==> config.mk <==
export PLATFORM = sky130hd
export DESIGN_NAME = sdram_port_arbiter
export DESIGN_NICKNAME = d
export VERILOG_FILES = /design/src/rtl/sdram_arb_pkg.sv /design/src/rtl/arb_tag_fifo.sv /design/src/rtl/sdram_port_arbiter.sv
export SDC_FILE = /design/constraint.sdc
export NUM_CORES = 1
export LEC_CHECK = 0
export ABC_CLOCK_PERIOD_IN_PS = 3500
export BUFFER_PORTS_ARGS = -buffer_cell sky130_fd_sc_hd__buf_2
export CORE_MARGIN = 8
export CORE_UTILIZATION = 34
export DETAILED_ROUTE_END_ITERATION = 6
export PLACE_DENSITY = 0.83
export SETUP_SLACK_MARGIN = 0.15
export SYNTH_ARGS = -nofsm -noshare
export SYNTH_HDL_FRONTEND = slang
export SYNTH_SLANG_ARGS = --single-unit
export TNS_END_PERCENT = 50
==> constraint.sdc <==
create_clock -name clk_clk -period 3.5 [get_ports clk_clk]
set_clock_uncertainty 0.05 [all_clocks]
set_input_delay 0.175 -clock clk_clk [delete_from_list [all_inputs] [get_ports clk_clk]]
set_output_delay 0.175 -clock clk_clk [all_outputs]
set_load 0.05 [all_outputs]
==> src/rtl/sdram_arb_pkg.sv <==
// Purpose: shared types and default sizes for the two-master SDRAM port arbiter.
// Contents: master_id_t (which master owns a transfer), master count,
//           default address/data widths and read-tag depth.
package sdram_arb_pkg;

    typedef logic master_id_t;

    localparam int unsigned NUM_MASTERS  = 2;
    localparam int unsigned ADDR_W_DEF   = 22;
    localparam int unsigned DATA_W_DEF   = 16;
    localparam int unsigned MAX_PEND_DEF = 4;

    localparam master_id_t M0 = 1'b0;
    localparam master_id_t M1 = 1'b1;

endpackage

==> src/rtl/arb_tag_fifo.sv <==
// Purpose: small synchronous FIFO of master IDs, one entry per outstanding read,
//          so each read response can be routed back to its issuing master.
// Ports:
//   clk, rst_n        clock, asynchronous active-low reset
//   i_push, i_push_id write an ID at the tail (ignored when full)
//   i_pop             drop the head entry (ignored when empty)
//   o_head            ID at the head of the queue
//   o_count           occupancy, 0..DEPTH
//   o_full, o_empty   occupancy flags
module arb_tag_fifo
    import sdram_arb_pkg::*;
#(
    parameter int unsigned DEPTH = MAX_PEND_DEF
) (
    input  logic                         clk,
    input  logic                         rst_n,
    input  logic                         i_push,
    input  master_id_t                   i_push_id,
    input  logic                         i_pop,
    output master_id_t                   o_head,
    output logic [$clog2(DEPTH):0]       o_count,
    output logic                         o_full,
    output logic                         o_empty
);

    localparam int unsigned PTR_W = $clog2(DEPTH);
    localparam int unsigned CNT_W = PTR_W + 1;

    master_id_t       r_mem [DEPTH];
    logic [PTR_W-1:0] r_wr_ptr;
    logic [PTR_W-1:0] r_rd_ptr;
    logic [CNT_W-1:0] r_count;
    logic             w_push_ok;
    logic             w_pop_ok;

    assign o_full    = (r_count == CNT_W'(DEPTH));
    assign o_empty   = (r_count == '0);
    assign o_count   = r_count;
    assign o_head    = r_mem[r_rd_ptr];
    assign w_push_ok = i_push & ~o_full;
    assign w_pop_ok  = i_pop & ~o_empty;

    // Pointers wrap naturally because DEPTH is a power of two.
    always_ff @(posedge clk or negedge rst_n) begin
        if (!rst_n) begin
            r_wr_ptr <= '0;
            r_rd_ptr <= '0;
            r_count  <= '0;
            for (int i = 0; i < int'(DEPTH); i++) begin
                r_mem[i] <= M0;
            end
        end else begin
            if (w_push_ok) begin
                r_mem[r_wr_ptr] <= i_push_id;
                r_wr_ptr        <= r_wr_ptr + PTR_W'(1);
            end
            if (w_pop_ok) begin
                r_rd_ptr <= r_rd_ptr + PTR_W'(1);
            end
            case ({w_push_ok, w_pop_ok})
                2'b10:   r_count <= r_count + CNT_W'(1);
                2'b01:   r_count <= r_count - CNT_W'(1);
                default: r_count <= r_count;
            endcase
        end
    end

endmodule

==> src/rtl/sdram_port_arbiter.sv <==
// Purpose: round-robin arbiter sharing one SDRAM controller Avalon-MM slave
//          between two masters, with zero-latency command forwarding and
//          tag-FIFO routing of pipelined read responses.
// Ports:
//   clk_clk, reset_reset_n              clock, asynchronous active-low reset
//   m0_*, m1_*                          Avalon-MM master-side ports
//   s_*                                 command to / response from the controller
//   err_unexpected_rdv                  sticky: readdatavalid with no read pending
module sdram_port_arbiter
    import sdram_arb_pkg::*;
#(
    parameter int unsigned ADDR_W   = ADDR_W_DEF,
    parameter int unsigned DATA_W   = DATA_W_DEF,
    parameter int unsigned MAX_PEND = MAX_PEND_DEF
) (
    input  logic                  clk_clk,
    input  logic                  reset_reset_n,

    input  logic [ADDR_W-1:0]     m0_address,
    input  logic                  m0_read,
    input  logic                  m0_write,
    input  logic [DATA_W-1:0]     m0_writedata,
    input  logic [DATA_W/8-1:0]   m0_byteenable,
    output logic                  m0_waitrequest,
    output logic [DATA_W-1:0]     m0_readdata,
    output logic                  m0_readdatavalid,

    input  logic [ADDR_W-1:0]     m1_address,
    input  logic                  m1_read,
    input  logic                  m1_write,
    input  logic [DATA_W-1:0]     m1_writedata,
    input  logic [DATA_W/8-1:0]   m1_byteenable,
    output logic                  m1_waitrequest,
    output logic [DATA_W-1:0]     m1_readdata,
    output logic                  m1_readdatavalid,

    output logic [ADDR_W-1:0]     s_address,
    output logic                  s_read,
    output logic                  s_write,
    output logic [DATA_W-1:0]     s_writedata,
    output logic [DATA_W/8-1:0]   s_byteenable,
    input  logic                  s_waitrequest,
    input  logic [DATA_W-1:0]     s_readdata,
    input  logic                  s_readdatavalid,

    output logic                  err_unexpected_rdv
);

    localparam int unsigned PEND_W = $clog2(MAX_PEND) + 1;

    master_id_t        r_rr;
    logic              r_lock;
    master_id_t        r_lock_id;
    logic              r_err;

    logic              w_req0;
    logic              w_req1;
    logic              w_elig0;
    logic              w_elig1;
    logic              w_gnt_vld;
    master_id_t        w_gnt_id;
    logic              w_cmd;
    logic              w_accept;
    logic              w_push;
    logic              w_pop;
    master_id_t        w_head;
    logic [PEND_W-1:0] w_pend_cnt;
    logic              w_full;
    logic              w_empty;

    assign w_req0  = m0_read | m0_write;
    assign w_req1  = m1_read | m1_write;
    // Reads are throttled by the registered count only, so a pop frees a slot
    // one cycle later (no same-cycle bypass).
    assign w_elig0 = m0_write | (m0_read & ~w_full);
    assign w_elig1 = m1_write | (m1_read & ~w_full);

    // Grant: a stalled command keeps its grant; otherwise round-robin on ties.
    always_comb begin
        w_gnt_id  = r_rr;
        w_gnt_vld = 1'b0;
        if (r_lock) begin
            w_gnt_id  = r_lock_id;
            w_gnt_vld = (r_lock_id == M1) ? w_req1 : w_req0;
        end else if (w_elig0 && w_elig1) begin
            w_gnt_id  = r_rr;
            w_gnt_vld = 1'b1;
        end else if (w_elig0) begin
            w_gnt_id  = M0;
            w_gnt_vld = 1'b1;
        end else if (w_elig1) begin
            w_gnt_id  = M1;
            w_gnt_vld = 1'b1;
        end
    end

    // Command mux toward the controller.
    always_comb begin
        s_address    = m0_address;
        s_writedata  = m0_writedata;
        s_byteenable = m0_byteenable;
        s_read       = 1'b0;
        s_write      = 1'b0;
        if (w_gnt_id == M1) begin
            s_address    = m1_address;
            s_writedata  = m1_writedata;
            s_byteenable = m1_byteenable;
        end
        if (w_gnt_vld) begin
            s_read  = (w_gnt_id == M1) ? m1_read  : m0_read;
            s_write = (w_gnt_id == M1) ? m1_write : m0_write;
        end
    end

    assign w_cmd    = s_read | s_write;
    assign w_accept = w_cmd & ~s_waitrequest;
    assign w_push   = w_accept & s_read;
    assign w_pop    = s_readdatavalid & ~w_empty;

    assign m0_waitrequest = ~(w_gnt_vld && (w_gnt_id == M0)) | s_waitrequest;
    assign m1_waitrequest = ~(w_gnt_vld && (w_gnt_id == M1)) | s_waitrequest;

    assign m0_readdata      = s_readdata;
    assign m1_readdata      = s_readdata;
    assign m0_readdatavalid = w_pop & (w_head == M0);
    assign m1_readdatavalid = w_pop & (w_head == M1);

    assign err_unexpected_rdv = r_err;

    // Round-robin pointer, stall lock and sticky error flag.
    always_ff @(posedge clk_clk or negedge reset_reset_n) begin
        if (!reset_reset_n) begin
            r_rr      <= M0;
            r_lock    <= 1'b0;
            r_lock_id <= M0;
            r_err     <= 1'b0;
        end else begin
            if (w_accept) begin
                r_rr <= master_id_t'(~w_gnt_id);
            end
            r_lock <= w_cmd & s_waitrequest;
            if (w_cmd && s_waitrequest) begin
                r_lock_id <= w_gnt_id;
            end
            if (s_readdatavalid && w_empty) begin
                r_err <= 1'b1;
            end
        end
    end

    arb_tag_fifo #(
        .DEPTH (MAX_PEND)
    ) u_tag_fifo (
        .clk       (clk_clk),
        .rst_n     (reset_reset_n),
        .i_push    (w_push),
        .i_push_id (w_gnt_id),
        .i_pop     (w_pop),
        .o_head    (w_head),
        .o_count   (w_pend_cnt),
        .o_full    (w_full),
        .o_empty   (w_empty)
    );

endmodule

==> results of run 1 <==
per-layer routing:
metal  global-route usage (%)  wire, um  up-vias
met5                        0         0        -
met4                     2.59        27        0
met3                     6.54       637        3
met2                     27.1      2880       91
met1                     12.2      1850      680
li1                         -         -      730
metrics by stage:
stage	utilization, %	setup slack (ns)	area, um^2
finish	46.0	0.244	2130
floorplan	-	0.522	1600
global route	46.0	0.138	2130
CTS	45.9	0.249	2130
global placement	44.8	0.476	2070
detailed placement	44.8	0.372	2070
worst max path at each step:
stage          depth (start not counted)  slack [ns]               endpoint
2_1_floorplan                         11        0.52  u_tag_fifo.o_count[2]
3_3_place_gp                          11        0.48  u_tag_fifo.o_count[2]
3_5_place_dp                          11        0.37  u_tag_fifo.o_count[2]
4_1_cts                                7        0.25         s_writedata[8]
5_1_grt                                7        0.14         s_writedata[8]
6_report                               7        0.24         s_writedata[8]
cell type report:
class / count / area [um^2] / area share (%)
Multi-Input combinational cell: 100 / 910 / 42.7
Timing Repair Buffer: 136 / 688 / 32.3
Sequential cell: 15 / 375 / 17.6
Tap cell: 54 / 67.6 / 3.17
Clock buffer: 4 / 45.0 / 2.11
Inverter: 12 / 45.0 / 2.11
placed cells by master, fill, tap and decap left out, drive strengths merged, types with 2 or more instances in the layout:
cell type	netlist	layout
buf	37	135
mux2i	4	4
ha	5	5
nand2	5	5
nand2b	3	3
nor3	2	2
mux2	42	42
nor2	5	5
o21ai	10	10
dfrtp	15	15
xnor2	4	4
a21oi	7	7
clkbuf	0	4
inv	12	12
a21o	2	2
xor2	2	2
state kept, by name (all words and copies together), names as in the netlist:
| name | flops |
|---|---|
| err_unexpected_rdv | 1 |
| r_lock | 1 |
| r_lock_id | 1 |
| r_rr | 1 |
| u_tag_fifo.o_count | 3 |
| u_tag_fifo.r_mem | 4 |
| u_tag_fifo.r_rd_ptr | 2 |
| u_tag_fifo.r_wr_ptr | 2 |
worst max-delay path, cell delays in order, from the launching register on:
cell and delay [ns]:
dfrtp_1 0.41, or3b_1 0.45, a21o_1 0.23, maj3_2 0.33, mux2i_4 0.18, buf_4 0.51
mux2_2 0.42, buf_2 0.22
where the power goes:
part | total, uW | internal (uW) | switching (uW)
Clock | 141 | 80.7 | 60.0
Combinational | 1470 | 484 | 991
Sequential | 322 | 249 | 72.6
cell families (layout without fill, tap and decap cells):
kind of cell / Yosys count / in the layout / share of synthesized area (%)
AO/OA/AOI/OAI: 20 / 20 / 6.72
XOR/XNOR: 6 / 6 / 3.28
adder cells (fa/ha/maj): 7 / 7 / 5.86
buffers and inverters: 49 / 152 / 19.9
flip-flops: 15 / 15 / 23.5
multiplexers: 47 / 47 / 34.2
AND/OR/NAND/NOR: 20 / 20 / 6.49
what timing repair did:
| action | 4_1_cts | 5_1_grt |
|---|---|---|
| gates resized for setup | 0 | 1 |
| endpoints found under the hold margin | 15 | 0 |
| endpoints found under the setup margin | 0 | 2 |
| hold buffers | 1 | 0 |
==> summary.md, run 1 <==
| Metric | Value |
|---|---|
| Pwr Total | 1940 uW |
| Depth of the most critical reg-to-reg path | 11 |
| Worst min-delay path class | primary input to flop |
| Layout cells sized above 1 | approximately 70% |
| Max Cap Viol | 0 |
| Tightest Pin Transition | roughly 0.56 ns |
| First-pass GRT wire length | 7.99 mm |
| DRC | 0 |
| Gp weighted congestion | slightly above 0.8 |
| Root buffer cell | clkbuf_8 |
| H-tree levels | 1 |
| Max-slew violations | 0 |
| Setup TNS | 0 ns |
| IO Pins | approximately 180 |
| Die width | 84.6 um |
| Number of port buffers | approximately 130 |
| Vias in the first global route | about 1,500 |
| Critical path class | flop to primary output |
| Net Count, Synth | 274 |
| Area Overhead vs Synth | 33.2% |
| Ys flop type | dfrtp_1 |
| RSZ-0062 raised after global routing | true |
| Starting Density | approximately a third |
| Cell Area, Synth | ~1600 um^2 |
| Sequential element share of the synthesized area | a little under a quarter |
| TritonRoute pass-1 iters | 4 |
| Placed insts | ~320 |
| Worst Hold Endpoint | err_unexpected_rdv |
| GRT Total Usage | between 10% and 20% |
| RR Startpoint | u_tag_fifo.o_count[0] |
| Mapped Cells | roughly 160 |
| Startpoint Class | flop |
| Reg-to-reg critical path endpoint | u_tag_fifo.o_count[2] |
| Largest net degree at the start of global routing | 50 |
| Worst VDD drop | around 0.46 mV |
| Hold Crit Start | s_readdatavalid |
| Top area cells in the synthesized netlist | mux2_2 (29%), dfrtp_1 (23%), buf_4 (15%) |
| Antenna violations before repair | 0 |
| First DRT Iteration DRCs | 28 |
| Critical Path RT | around 3.3 ns |
| Netlist cell types | 28 |
| Worst Setup SP | u_tag_fifo.o_count[0] |
| Die span in y | approximately 85 um |
| Max Root-Sink Buffers | 2 |
| Slew HR | between 60% and 70% |
| Final antenna-violating net count | 0 |
| Final Critical Period | 3.26 ns |
| Worst Hold Depth | 2 |
| Leading area contributor after synthesis | mux2_2 |
| Gr ovfl total | 0 |
| Mapped Avg Cell Area | a little under 10 um^2 |
| Tcrit/Tclk final | 93.0% |
| Yosys warnings | 0 |
| CTS tree | done |
| WHS | about 0.089 ns |
| Final setup viols | 0 |
| Reg-to-reg slack, setup | approximately 0.29 ns |
| Row cnt | 25 |
| Leakage Power | roughly 0.0011 uW |
| Critical path arrival | 3.03 ns |
| Nets | 378 |
| Setup bufs post-CTS | 0 |
| Inserted Diodes | 0 |
| Clk slew on worst S/H paths | roughly 0.05 ns |
| WL/cell | between 15 and 20 um |
| Detailed-route vias per instance | ~4.7 |
| WL final | between 5 and 6 mm |
| Worst skew pair latency | 0.25 ns |
| Final hold violation count | 0 |
| Yosys top cell area share | between 20 and 30% |
| Status | finished clean |
| PD cells | approximately 910 nW/um^2 |
| Most frequent cell after synthesis | mux2_2 |
| CP max FO | 49 |
| Floorplan Core Area | 4630 um^2 |
| Num CTS Buffers | 3 |
| Synth top cells by count | mux2_2 (41), buf_4 (33), dfrtp_1 (15) |
| FMAX | 307 MHz |
| Post-synth EDFFs | 0 |
| Finished Layout Cells | 321 |
| Die ar. | 7160 um^2 |
| DP Wirelength | 4.63 mm |
| Asr flop ratio synth | 100% |
| Synthesis-stage register bit count | 15 |
| Fill cells | ~450 |
| Clock sinks | 15 |
| Crit path capture type | primary output |
| Vias | ~1,500 |
No activity file was read; power rests on OpenSTA's default activity.
==> run 2, diff against run 1 <==
--- a/config.mk
+++ b/config.mk
@@ -9,8 +9,9 @@
 export BUFFER_PORTS_ARGS = -buffer_cell sky130_fd_sc_hd__buf_2
 export CORE_MARGIN = 8
 export CORE_UTILIZATION = 34
+export CTS_CLUSTER_SIZE = 14
 export DETAILED_ROUTE_END_ITERATION = 6
-export PLACE_DENSITY = 0.83
+export PLACE_DENSITY = 0.79
 export SETUP_SLACK_MARGIN = 0.15
 export SYNTH_ARGS = -nofsm -noshare
 export SYNTH_HDL_FRONTEND = slang
==> run 2 against run 1 <==
Clock-buffer cell count stayed put. Clock power increased by 3%. Sequential cell count is the same. Die area unchanged. Final cell count stayed put. Global-route usage grew 0.89 points. Register-to-register slack worse by 0.04 ns. Largest cell class unchanged. Largest power group unchanged. Utilization fell by 0.081 points. Highest routed layer unchanged.
==> summary.md, run 2 (synthesized netlist as in run 1, its figures left out) <==
| Metric | Value |
|---|---|
| Final core occ | 45.9% (-0.081 points) |
| Layout cells sized above 1 | 68.2% (-0.37 points) |
| H-tree levels | 1 (unchanged) |
| Critical path class | flop to primary output |
| Final Critical Period | 3.26 ns (+0.00749 ns) |
| DP Wirelength | 4.92 mm (+6.2%) |
| First-pass GRT wire length | 8.58 mm (+7.3%) |
| Critical Path RT | 3.27 ns (about the same) |
| DP Area | 2070 um^2 (unchanged) |
| Clk slew on worst S/H paths | 0.06 ns (about the same) |
| Vias | 1,505 (+0.066%) |
| Final hold violation count | 0 (unchanged) |
| Final setup viols | 0 (unchanged) |
| Worst VDD drop | 0.488 mV (+5.3%) |
| Antenna violations before repair | 0 (unchanged) |
| Post-cts resize count | 0 (unchanged) |
| Status | finished clean |
| WL/cell | 17.5 um (+4.2%) |
| Floorplan Core Area | 4630 um^2 (unchanged) |
| Post-route design area | 2130 um^2 (-0.18%) |
| Max Cap Viol | 0 (unchanged) |
| Commonest non-fill, non-tap cell in the layout | buf_2 |
| CTS tree | done |
| Inserted Diodes | 0 (unchanged) |
| Max-slew violations | 0 (unchanged) |
| Slew HR | 62.3% (about the same) |
| Critical path arrival | 3.04 ns (about the same) |
| RSZ-0062 raised after global routing | true |
| TritonRoute pass-1 iters | 4 (unchanged) |
| Leakage Power | 0.00112 uW (+0.18%) |
| Reg with most FFs | u_tag_fifo.r_mem |
| Final worst slack | 0.236 ns (-0.00749 ns) |
| Die span in y | 84.6 um (unchanged) |
| Tcrit/Tclk final | 93.2% (+0.21 points) |
| Vias in the first global route | 1,574 (+6.7%) |
| Largest register FFs | 4 (unchanged) |
| Commonest non-fill, non-tap cells in the layout | buf_2 (134), mux2_2 (41), dfrtp_1 (15) |
| Nets | 378 (unchanged) |
| Setup TNS | 0 ns (unchanged) |
| Number of port buffers | 134 (unchanged) |
| Startpoint Class | flop |
| Placement Setup Slack | 0.292 ns (-0.0804 ns) |
| GRT Total Usage | 14.6% (+0.89 points) |
| Worst min-delay path class | primary input to flop |
| Largest net degree at the start of global routing | 50 (unchanged) |
| Max Root-Sink Buffers | 2 (unchanged) |
| WL final | 5.62 mm (+4.2%) |
| Clock sinks | 15 (unchanged) |
| Final antenna-violating net count | 0 (unchanged) |
| PD cells | 913 nW/um^2 (+0.37%) |
| IO Pins | 183 (unchanged) |
| FMAX | 306 MHz (-0.23%) |
| Gr ovfl total | 0 (unchanged) |
| Setup bufs post-CTS | 0 (unchanged) |
| Worst skew pair latency | 0.26 ns (about the same) |
| Tightest Pin Transition | 0.565 ns (+0.000723 ns) |
| Area Overhead vs Synth | 32.9% |
| Starting Density | 34.6% (unchanged) |
| First DRT Iteration DRCs | 30 (+7.1%) |
| Die ar. | 7160 um^2 (unchanged) |
| Row cnt | 25 (unchanged) |
| Depth of the most critical reg-to-reg path | 11 (unchanged) |
| Worst Hold Depth | 2 (unchanged) |
| Gp weighted congestion | 0.868 (+6.4%) |
| CP max FO | 49 (unchanged) |
| Die width | 84.6 um (unchanged) |
| Detailed-route vias per instance | 4.69 (about the same) |
| Num CTS Buffers | 3 (unchanged) |
| DRC | 0 (unchanged) |
| Root buffer cell | clkbuf_8 |
| Crit path capture type | primary output |
[run 2: power by group]
part / switching [uW] / internal (uW) / leakage [uW] / total, uW
clock network: 63.6 / 81.0 / 0.0000228 / 145
logic: 994 / 483 / 0.000932 / 1480
registers: 70.6 / 249 / 0.000163 / 320
[run 2: worst max-delay path, cell delays in order (launching register included)]
cell	delay [ns]
dfrtp_1	0.42
or3b_1	0.45
a21o_1	0.22
maj3_2	0.33
mux2i_4	0.17
buf_4	0.50
mux2_2	0.44
buf_2	0.23
[run 2: metal layers]
layer | GRT usage, % | vias to the layer above | wire length [um]
met5 | 0 | - | 0
met4 | 3.56 | 0 | 56
met3 | 6.54 | 5 | 621
met2 | 26.9 | 91 | 2920
met1 | 14.5 | 678 | 2010
li1 | - | 731 | -
[run 2: layout make-up]
cell class                      count  area, um^2
Clock buffer                        4        45.0
Inverter                           12        45.0
Sequential cell                    15         375
Tap cell                           54        67.6
Timing Repair Buffer              136         688
Fill cell                         459        2500
Multi-Input combinational cell    100         906
[run 2: per-stage QoR]
step           total power, uW  hold slack (ns)  instances
6_report                  1940           0.0982        321
5_1_grt                   2040           0.0966        321
4_1_cts                   1960           0.0995        321
3_5_place_dp              1810           0.0429        316
3_3_place_gp              1770           0.0396        316
2_1_floorplan             1600           -0.171        164
[run 2: what timing repair did]
item                       4_1_cts  5_1_grt
hold buffers                     1        0
hold endpoints to repair        15        0
setup endpoints to repair        0        2
[run 2: path summary, 6_finish.rpt]
kind                                              end                   from  slack [ns]
max in group asynchronous       u_tag_fifo.o_count[0]          reset_reset_n        2.87
worst min register to register     err_unexpected_rdv     err_unexpected_rdv        0.43
min in group asynchronous                        r_rr          reset_reset_n        0.28
worst max-delay path                  s_writedata[10]  u_tag_fifo.o_count[0]        0.24
worst min-delay path               err_unexpected_rdv        s_readdatavalid         0.1
worst max register to register  u_tag_fifo.o_count[2]  u_tag_fifo.o_count[0]        0.25
